<file path="src/rtl/parallel_to_serial_pkg.sv">
// Shared definitions for the serializer: state encoding, default sizes and the comma word
// that the receiver also uses for alignment.
package parallel_to_serial_pkg;

    localparam int unsigned DEF_WIDTH      = 8;
    localparam int unsigned DEF_SYNC_WORDS = 4;

    // K28.5 comma: preamble filler and idle fill when upstream has nothing valid
    localparam logic [7:0] COM_WORD = 8'hBC;

    typedef enum logic [1:0] {
        ST_IDLE   = 2'd0,
        ST_SYNC   = 2'd1,
        ST_ACTIVE = 2'd2
    } p2s_state_e;

    // Counter width able to hold values 0..n-1, never narrower than one bit
    function automatic int unsigned cnt_bits(input int unsigned n);
        return (n < 2) ? 1 : $clog2(n);
    endfunction

endpackage

</file>
<file path="src/rtl/parallel_to_serial_word_shifter.sv">
// Loadable MSB-first shift register with a bit counter; flags the word boundary
// (last bit of the current word on the output).
module word_shifter #(
    parameter int unsigned WIDTH = 8,
    parameter int unsigned CNT_W = 3
) (
    input  logic             clk,
    input  logic             rst_n,
    input  logic             enb,
    input  logic [WIDTH-1:0] load_word,
    output logic             msb,
    output logic [CNT_W-1:0] bit_cnt,
    output logic             boundary_c
);

    localparam logic [CNT_W-1:0] LAST_BIT = CNT_W'(WIDTH - 1);

    logic [WIDTH-1:0] shift_q, shift_d;
    logic [CNT_W-1:0] cnt_q, cnt_d;

    assign boundary_c = (cnt_q == LAST_BIT);
    assign msb        = shift_q[WIDTH-1];
    assign bit_cnt    = cnt_q;

    // Load on a boundary, otherwise shift left one place; everything holds while disabled
    always_comb begin
        shift_d = shift_q;
        cnt_d   = cnt_q;
        if (enb) begin
            if (boundary_c) begin
                shift_d = load_word;
                cnt_d   = '0;
            end else begin
                shift_d = {shift_q[WIDTH-2:0], 1'b0};
                cnt_d   = cnt_q + CNT_W'(1);
            end
        end
    end

    // Counter resets to the last bit so the first enabled edge is a boundary
    always_ff @(posedge clk or negedge rst_n) begin
        if (!rst_n) begin
            shift_q <= '0;
            cnt_q   <= LAST_BIT;
        end else begin
            shift_q <= shift_d;
            cnt_q   <= cnt_d;
        end
    end

endmodule

</file>
<file path="src/rtl/parallel_to_serial.sv">
// Word-to-bit serializer: sends a comma preamble after reset, then upstream words MSB first,
// filling with the comma word whenever upstream has nothing valid at a word boundary.
module parallel_to_serial
    import parallel_to_serial_pkg::*;
#(
    parameter int unsigned      WIDTH      = DEF_WIDTH,
    parameter logic [WIDTH-1:0] IDLE_WORD  = WIDTH'(COM_WORD),
    parameter int unsigned      SYNC_WORDS = DEF_SYNC_WORDS
) (
    input  logic             clk,
    input  logic             rst,
    input  logic             enb,
    input  logic [WIDTH-1:0] dataIn,
    input  logic             validIn,
    output logic             ready,
    output logic             dataOut,
    output logic             validOut,
    output logic             wordStart
);

    localparam int unsigned      CNT_W     = cnt_bits(WIDTH);
    localparam int unsigned      SC_W      = cnt_bits(SYNC_WORDS + 1);
    localparam logic [SC_W-1:0]  SYNC_LAST = SC_W'(SYNC_WORDS - 1);

    p2s_state_e       state_q, state_d;
    logic [SC_W-1:0]  sync_cnt_q, sync_cnt_d;
    logic             valid_q, valid_d;
    logic [WIDTH-1:0] load_word;
    logic             msb;
    logic [CNT_W-1:0] bit_cnt;
    logic             boundary_c;
    logic             load_edge;

    word_shifter #(
        .WIDTH (WIDTH),
        .CNT_W (CNT_W)
    ) u_word_shifter (
        .clk        (clk),
        .rst_n      (rst),
        .enb        (enb),
        .load_word  (load_word),
        .msb        (msb),
        .bit_cnt    (bit_cnt),
        .boundary_c (boundary_c)
    );

    assign load_edge = enb & boundary_c;

    always_ff @(posedge clk or negedge rst) begin
        if (!rst) begin
            state_q <= ST_IDLE;
        end else begin
            state_q <= state_d;
        end
    end

    // State only moves on enabled word boundaries
    always_comb begin
        state_d = state_q;
        if (load_edge) begin
            case (state_q)
                ST_IDLE:   state_d = (SYNC_WORDS <= 1) ? ST_ACTIVE : ST_SYNC;
                ST_SYNC:   if (sync_cnt_q == SYNC_LAST) state_d = ST_ACTIVE;
                ST_ACTIVE: state_d = ST_ACTIVE;
                default:   state_d = ST_IDLE;
            endcase
        end
    end

    // Load mux, preamble counter, live flag and the interface strobes
    always_comb begin
        load_word  = IDLE_WORD;
        sync_cnt_d = sync_cnt_q;
        valid_d    = valid_q;
        if (load_edge) begin
            valid_d = 1'b1;
            case (state_q)
                ST_IDLE:   sync_cnt_d = SC_W'(1);
                ST_SYNC:   sync_cnt_d = sync_cnt_q + SC_W'(1);
                ST_ACTIVE: if (validIn) load_word = dataIn;
                default:   sync_cnt_d = sync_cnt_q;
            endcase
        end
        ready     = load_edge & (state_q == ST_ACTIVE);
        dataOut   = msb;
        validOut  = valid_q & enb;
        wordStart = valid_q & enb & (bit_cnt == '0);
    end

    always_ff @(posedge clk or negedge rst) begin
        if (!rst) begin
            sync_cnt_q <= '0;
            valid_q    <= 1'b0;
        end else begin
            sync_cnt_q <= sync_cnt_d;
            valid_q    <= valid_d;
        end
    end

endmodule

</file>
<file path="config.mk">
export PLATFORM = sky130hd
export DESIGN_NAME = parallel_to_serial
export DESIGN_NICKNAME = d
export VERILOG_FILES = /design/src/rtl/parallel_to_serial_pkg.sv /design/src/rtl/parallel_to_serial_word_shifter.sv /design/src/rtl/parallel_to_serial.sv
export SDC_FILE = /design/constraint.sdc
export NUM_CORES = 1
export LEC_CHECK = 0
export CORE_MARGIN = 4
export CORE_UTILIZATION = 54
export CTS_CLUSTER_SIZE = 30
export DETAILED_ROUTE_END_ITERATION = 10
export GPL_ROUTABILITY_DRIVEN = 0
export PLACE_DENSITY = 0.82
export SLEW_MARGIN = 20
export SYNTH_ARGS = -nofsm -noshare
export SYNTH_HDL_FRONTEND = slang
export SYNTH_SLANG_ARGS = --single-unit
</file>
<file path="constraint.sdc">
create_clock -name clk -period 4.8 [get_ports clk]
set_clock_uncertainty 0.1 [all_clocks]
set_input_delay 1.44 -clock clk [delete_from_list [all_inputs] [get_ports clk]]
set_output_delay 1.44 -clock clk [all_outputs]
set_load 0.05 [all_outputs]
</file>
# After elaboration in Yosys (flattened, before gate mapping)
# Cells that the tools add are included.
word_totals:
  regBits: 17
  input_bits: 12
classes:
  add_sub_neg: 2
  eq_ne: 5
  n_mux: 8
  bitwise_logic: 4
  reduce_logical: 5
ops:
  columns: ["op", "count"]
  rows:
  - ["2-to-1 mux 8 bit", 4]
  - ["adder 3 x 1 -> 3 bit, second input constant", 2]
  - ["case mux 2 bit (3 select lines)", 1]
  - ["case mux 3 bit (2 select lines)", 1]
  - ["bitwise AND 1 bit", 4]
  - ["AND reduction 2 bit", 2]
  - ["equality test 3 x 2 -> 1 bit, second input constant", 1]
  - ["equality test 3 bit, second input constant", 1]
  - ["zero test 3 bit", 1]
  - ["2-to-1 mux 3 bit", 1]
  - ["equality test 2 x 1 -> 1 bit, second input constant", 1]
  - ["equality test 2 bit, second input constant", 1]
  - ["zero test 2 bit", 1]
  - ["2-to-1 mux 2 bit", 1]
  - ["inequality test 2 bit, second input constant", 1]
  - ["nonzero test 2 bit", 1]

# Depth between registers and ports, before layout
depth:
  depth_word: 4
  depth_mapped: 6
  mapped_depth_nobuf: 5

# Cells and area by module
# From an unflattened synthesis, not the netlist that was laid out.
hier_totals:
  cells_unflattened: 88
  area_unflattened_um2: 939.7
by_module_without_submodules:
  columns: ["mod", "n_inst", "cells_per_inst", "area_each_um2"]
  rows:
  - ["word_shifter", 1, 44, 534.3]
  - ["parallel_to_serial", 1, 44, 405.4]

# Least setup slack after synthesis
# Ideal clock, no wire load.
synth_path:
  kind: "input-to-output"
  start: "input enb"
  end: "output wordStart"
  arrival_time_ps: 2611
  required_ps: 3260
  setup_slack_ps: 649
  path_stages: 3
  cell_sequence: "buf_2 and2_1 and3b_1"
synth_via:
  elab_chain_len: 2
synth_lines:
  columns: ["element", "line", "text"]
  rows:
  - ["from (decl)", "parallel_to_serial.sv:12", "input logic enb,"]
  - ["bitwise AND 1 bit", null, null]
  - ["net validOut", "parallel_to_serial.sv:17", "output logic validOut,"]
  - ["bitwise AND 1 bit", "parallel_to_serial.sv:87", "wordStart = valid_q & enb & (bit_cnt == '0);"]
  - ["to (decl)", "parallel_to_serial.sv:18", "output logic wordStart"]
# The timed path passes the listed nets, and every way through them passes these cells.

# Final worst setup path
layout_path:
  start: "input enb"
  end: "output ready"
layout_via:
  elab_chain_len: 2
layout_lines:
  columns: ["element", "line", "text"]
  rows:
  - ["bitwise AND 1 bit", "parallel_to_serial.sv:47", "assign load_edge = enb & boundary_c;"]
  - ["bitwise AND 1 bit", "parallel_to_serial.sv:84", "ready = load_edge & (state_q == ST_ACTIVE);"]
  - ["to (decl)", "parallel_to_serial.sv:15", "output logic ready,"]
# Every way passes these cells.

==> results.json <==
{
  "wl_per_cell_um": 13.2,
  "leakage_uw": 0.000506,
  "worst-r2r-cell-count": 5,
  "cts_tree": "built",
  "min_path_type": "reg2reg",
  "power_density_nw_per_um2": 449,
  "worstReg2RegStart": "u_word_shifter.bit_cnt[0]$_DFFE_PN1P_",
  "synthDistinctLibCells": 22,
  "cts-htree-levels": 1,
  "cts-root-buf": "clkbuf_4",
  "worst-setup-path-type": "in2out",
  "final_cell_mix": "dfrtp_1 (14), inv_1 (13), clkdlybuf4s50_1 (12), ha_1 (9), nand2_1 (6)",
  "die_w_um": 48.6,
  "hold_viol": 0,
  "postCtsSetupRepairBufs": 0,
  "syn2layout_area_growth_pct": 24.3,
  "syn_inst": 86,
  "numPortBuffers": 15,
  "hold_end": "valid_q$_DFFE_PN0P_",
  "synthesis.area_um2": 891,
  "cts_buffers": 3,
  "cts-hold-fix-buffers": 0,
  "crit_required_ns": 3.26,
  "worst_pin_slew_ns": 0.738,
  "drc": 0,
  "viasPerCell": 5.55,
  "num_vias": 661,
  "grt_usage_pct": 14.7,
  "min_from": "valid_q$_DFFE_PN0P_",
  "reg2reg_slack_ns": 2.74,
  "dr.pass1.iters": 4,
  "fp.coreArea_um2": 1520,
  "endpoint_kind": "output port",
  "grt_max_degree": 21,
  "startpoint_type": "primary input",
  "n_antenna_cell": 0,
  "fmax_ghz": 0.246,
  "clk_pin_slew_ns": 0.10,
  "overflow": 0,
  "rows": 14,
  "synth.ff_latch_count": 17,
  "ctsResizeCount": 0,
  "crit_slowest_cell": "clkdlybuf4s50_1",
  "hold_depth": 1,
  "die_height_um": 48.6,
  "outcome": "finished clean",
  "r2r-end": "state_q[0]$_DFFE_PN0P_",
  "slew_viol_final": 0,
  "setup_viol": 0,
  "fin_tns_setup_ns": 0,
  "relSlewSlack_pct": 50.6,
  "final_cells": 119,
  "fin_crit_sh_pct": 84.7,
  "worst_slack_ns": 0.734,
  "dp.final_hpwl_um": 1200,
  "cp.arrival_ns": 2.53,
  "irDropWorstVdd_mv": 0.334,
  "numClockSinks": 17,
  "clock_path_buffers": 2,
  "clkLatencyLatePin_ns": 0.28,
  "drv_cap": 0,
  "dieArea_um2": 2360,
  "place_inst": 115,
  "grt_antenna_before_repair": 0,
  "drive_gt1_share_pct": 16.5,
  "initial_core_util_pct": 58.5,
  "syn_nets": 107,
  "wirelength_um": 1580,
  "pre_cts_slack_ns": 0.727,
  "yosysWarnings": 0,
  "rsz0062_at_grt": "false",
  "grt_pass1_vias": 605,
  "path_cells": "clkdlybuf4s50_1, buf_4, and3_4, buf_12",
  "first_iter_violations": 8,
  "min_period_ns": 4.07,
  "grt_pass1_wl_um": 2770,
  "drtAntennaViolNets": 0,
  "io_pins": 16,
  "critPathMaxStageDelay_ns": 0.48,
  "nNetsFinal": 125,
  "yosysSeqAreaShare_pct": 48.2,
  "final_common_cell": "dfrtp_1",
  "cp_max_fo": 20,
  "syn_area_per_cell_um2": 10.4
}
through the flow:
| stage | utilization (%) | instance area, um^2 | hold slack [ns] | power, uW |
|---|---|---|---|---|
| final | 72.7 | 1110 | 0.375 | 498 |
| after global routing | 72.7 | 1110 | 0.437 | 543 |
| after CTS | 72.7 | 1110 | 0.375 | 504 |
| after detailed placement | 70.9 | 1080 | 0.347 | 427 |
| after global placement | 70.9 | 1080 | 0.349 | 413 |
| after floorplan | - | 891 | 0.326 | 355 |
sequential cells by signal, summed over array words and instances, names as in the netlist:
signal,cells
state_q,2
valid_q,1
u_word_shifter.bit_cnt,3
sync_cnt_q,3
u_word_shifter.shift_q,8
critical path, delay by kind of cell:
kind | cells | cell delay, ns
buffers and inverters | 3 | 0.84
and+or+nand+nor | 1 | 0.24
cell type report:
class,count,area [um^2]
flip-flops and latches,17,429
clock buffers,4,26.3
well taps,16,20.0
fillers,112,417
inverters,13,48.8
multi-input cells,53,395
repair buffers,16,188
power by group:
| group | leakage (uW) | switching [uW] | internal, uW |
|---|---|---|---|
| logic | 0.000291 | 105 | 91.4 |
| registers | 0.000200 | 29.1 | 197 |
| clock network | 0.0000150 | 43.3 | 32.2 |
routing by layer:
layer  wire length, um  track usage [%]  vias to the layer above
met4                30             5.38                        0
met5                 0                0                        -
li1                  -                -                      329
met2               798             23.5                       14
met3                62             3.99                        4
met1               684             19.0                      314
cell families (layout without fill, tap and decap cells):
kind of cell	Yosys count	in the layout	synth area share [%]
AND/OR/NAND/NOR	21	21	13.2
adder cells (fa/ha/maj)	9	9	12.6
flip-flops	17	17	48.2
AO/OA/AOI/OAI	18	18	12.4
multiplexers	5	5	6.18
buffers and inverters	16	33	7.44
how the worst max path moves through the flow:
| stage | slack [ns] | end | from |
|---|---|---|---|
| after CTS | 0.73 | ready | enb |
| after detailed placement | 0.73 | ready | enb |
| after global placement | 0.75 | ready | enb |
| after floorplan | 0.65 | wordStart | enb |
| after global routing | 0.67 | ready | enb |
| final | 0.73 | ready | enb |
synthesized netlist by cell type:
| cell | count | area share (%) |
|---|---|---|
| nand2b_1 | 3 | 2.1 |
| a21oi_1 | 5 | 2.8 |
| a221oi_2 | 1 | 1.7 |
| mux2_2 | 4 | 5.1 |
| buf_2 | 2 | 1.1 |
| o22ai_1 | 5 | 3.5 |
| nor2_1 | 4 | 1.7 |
| inv_1 | 13 | 5.5 |
| and3_4 | 2 | 2.5 |
| nand4_1 | 3 | 2.1 |
| nand3_1 | 1 | 0.56 |
| a31oi_1 | 1 | 0.70 |
| and2_1 | 1 | 0.70 |
| dfrtp_1 | 14 | 39 |
| o21ai_0 | 5 | 2.8 |
| dfstp_2 | 3 | 8.8 |
| and3b_1 | 1 | 0.98 |
| buf_4 | 1 | 0.84 |
| nand2_1 | 6 | 2.5 |
| mux2i_1 | 1 | 1.1 |
| o211ai_1 | 1 | 0.84 |
| ha_1 | 9 | 13 |
(Power assumes the default switching activity.)
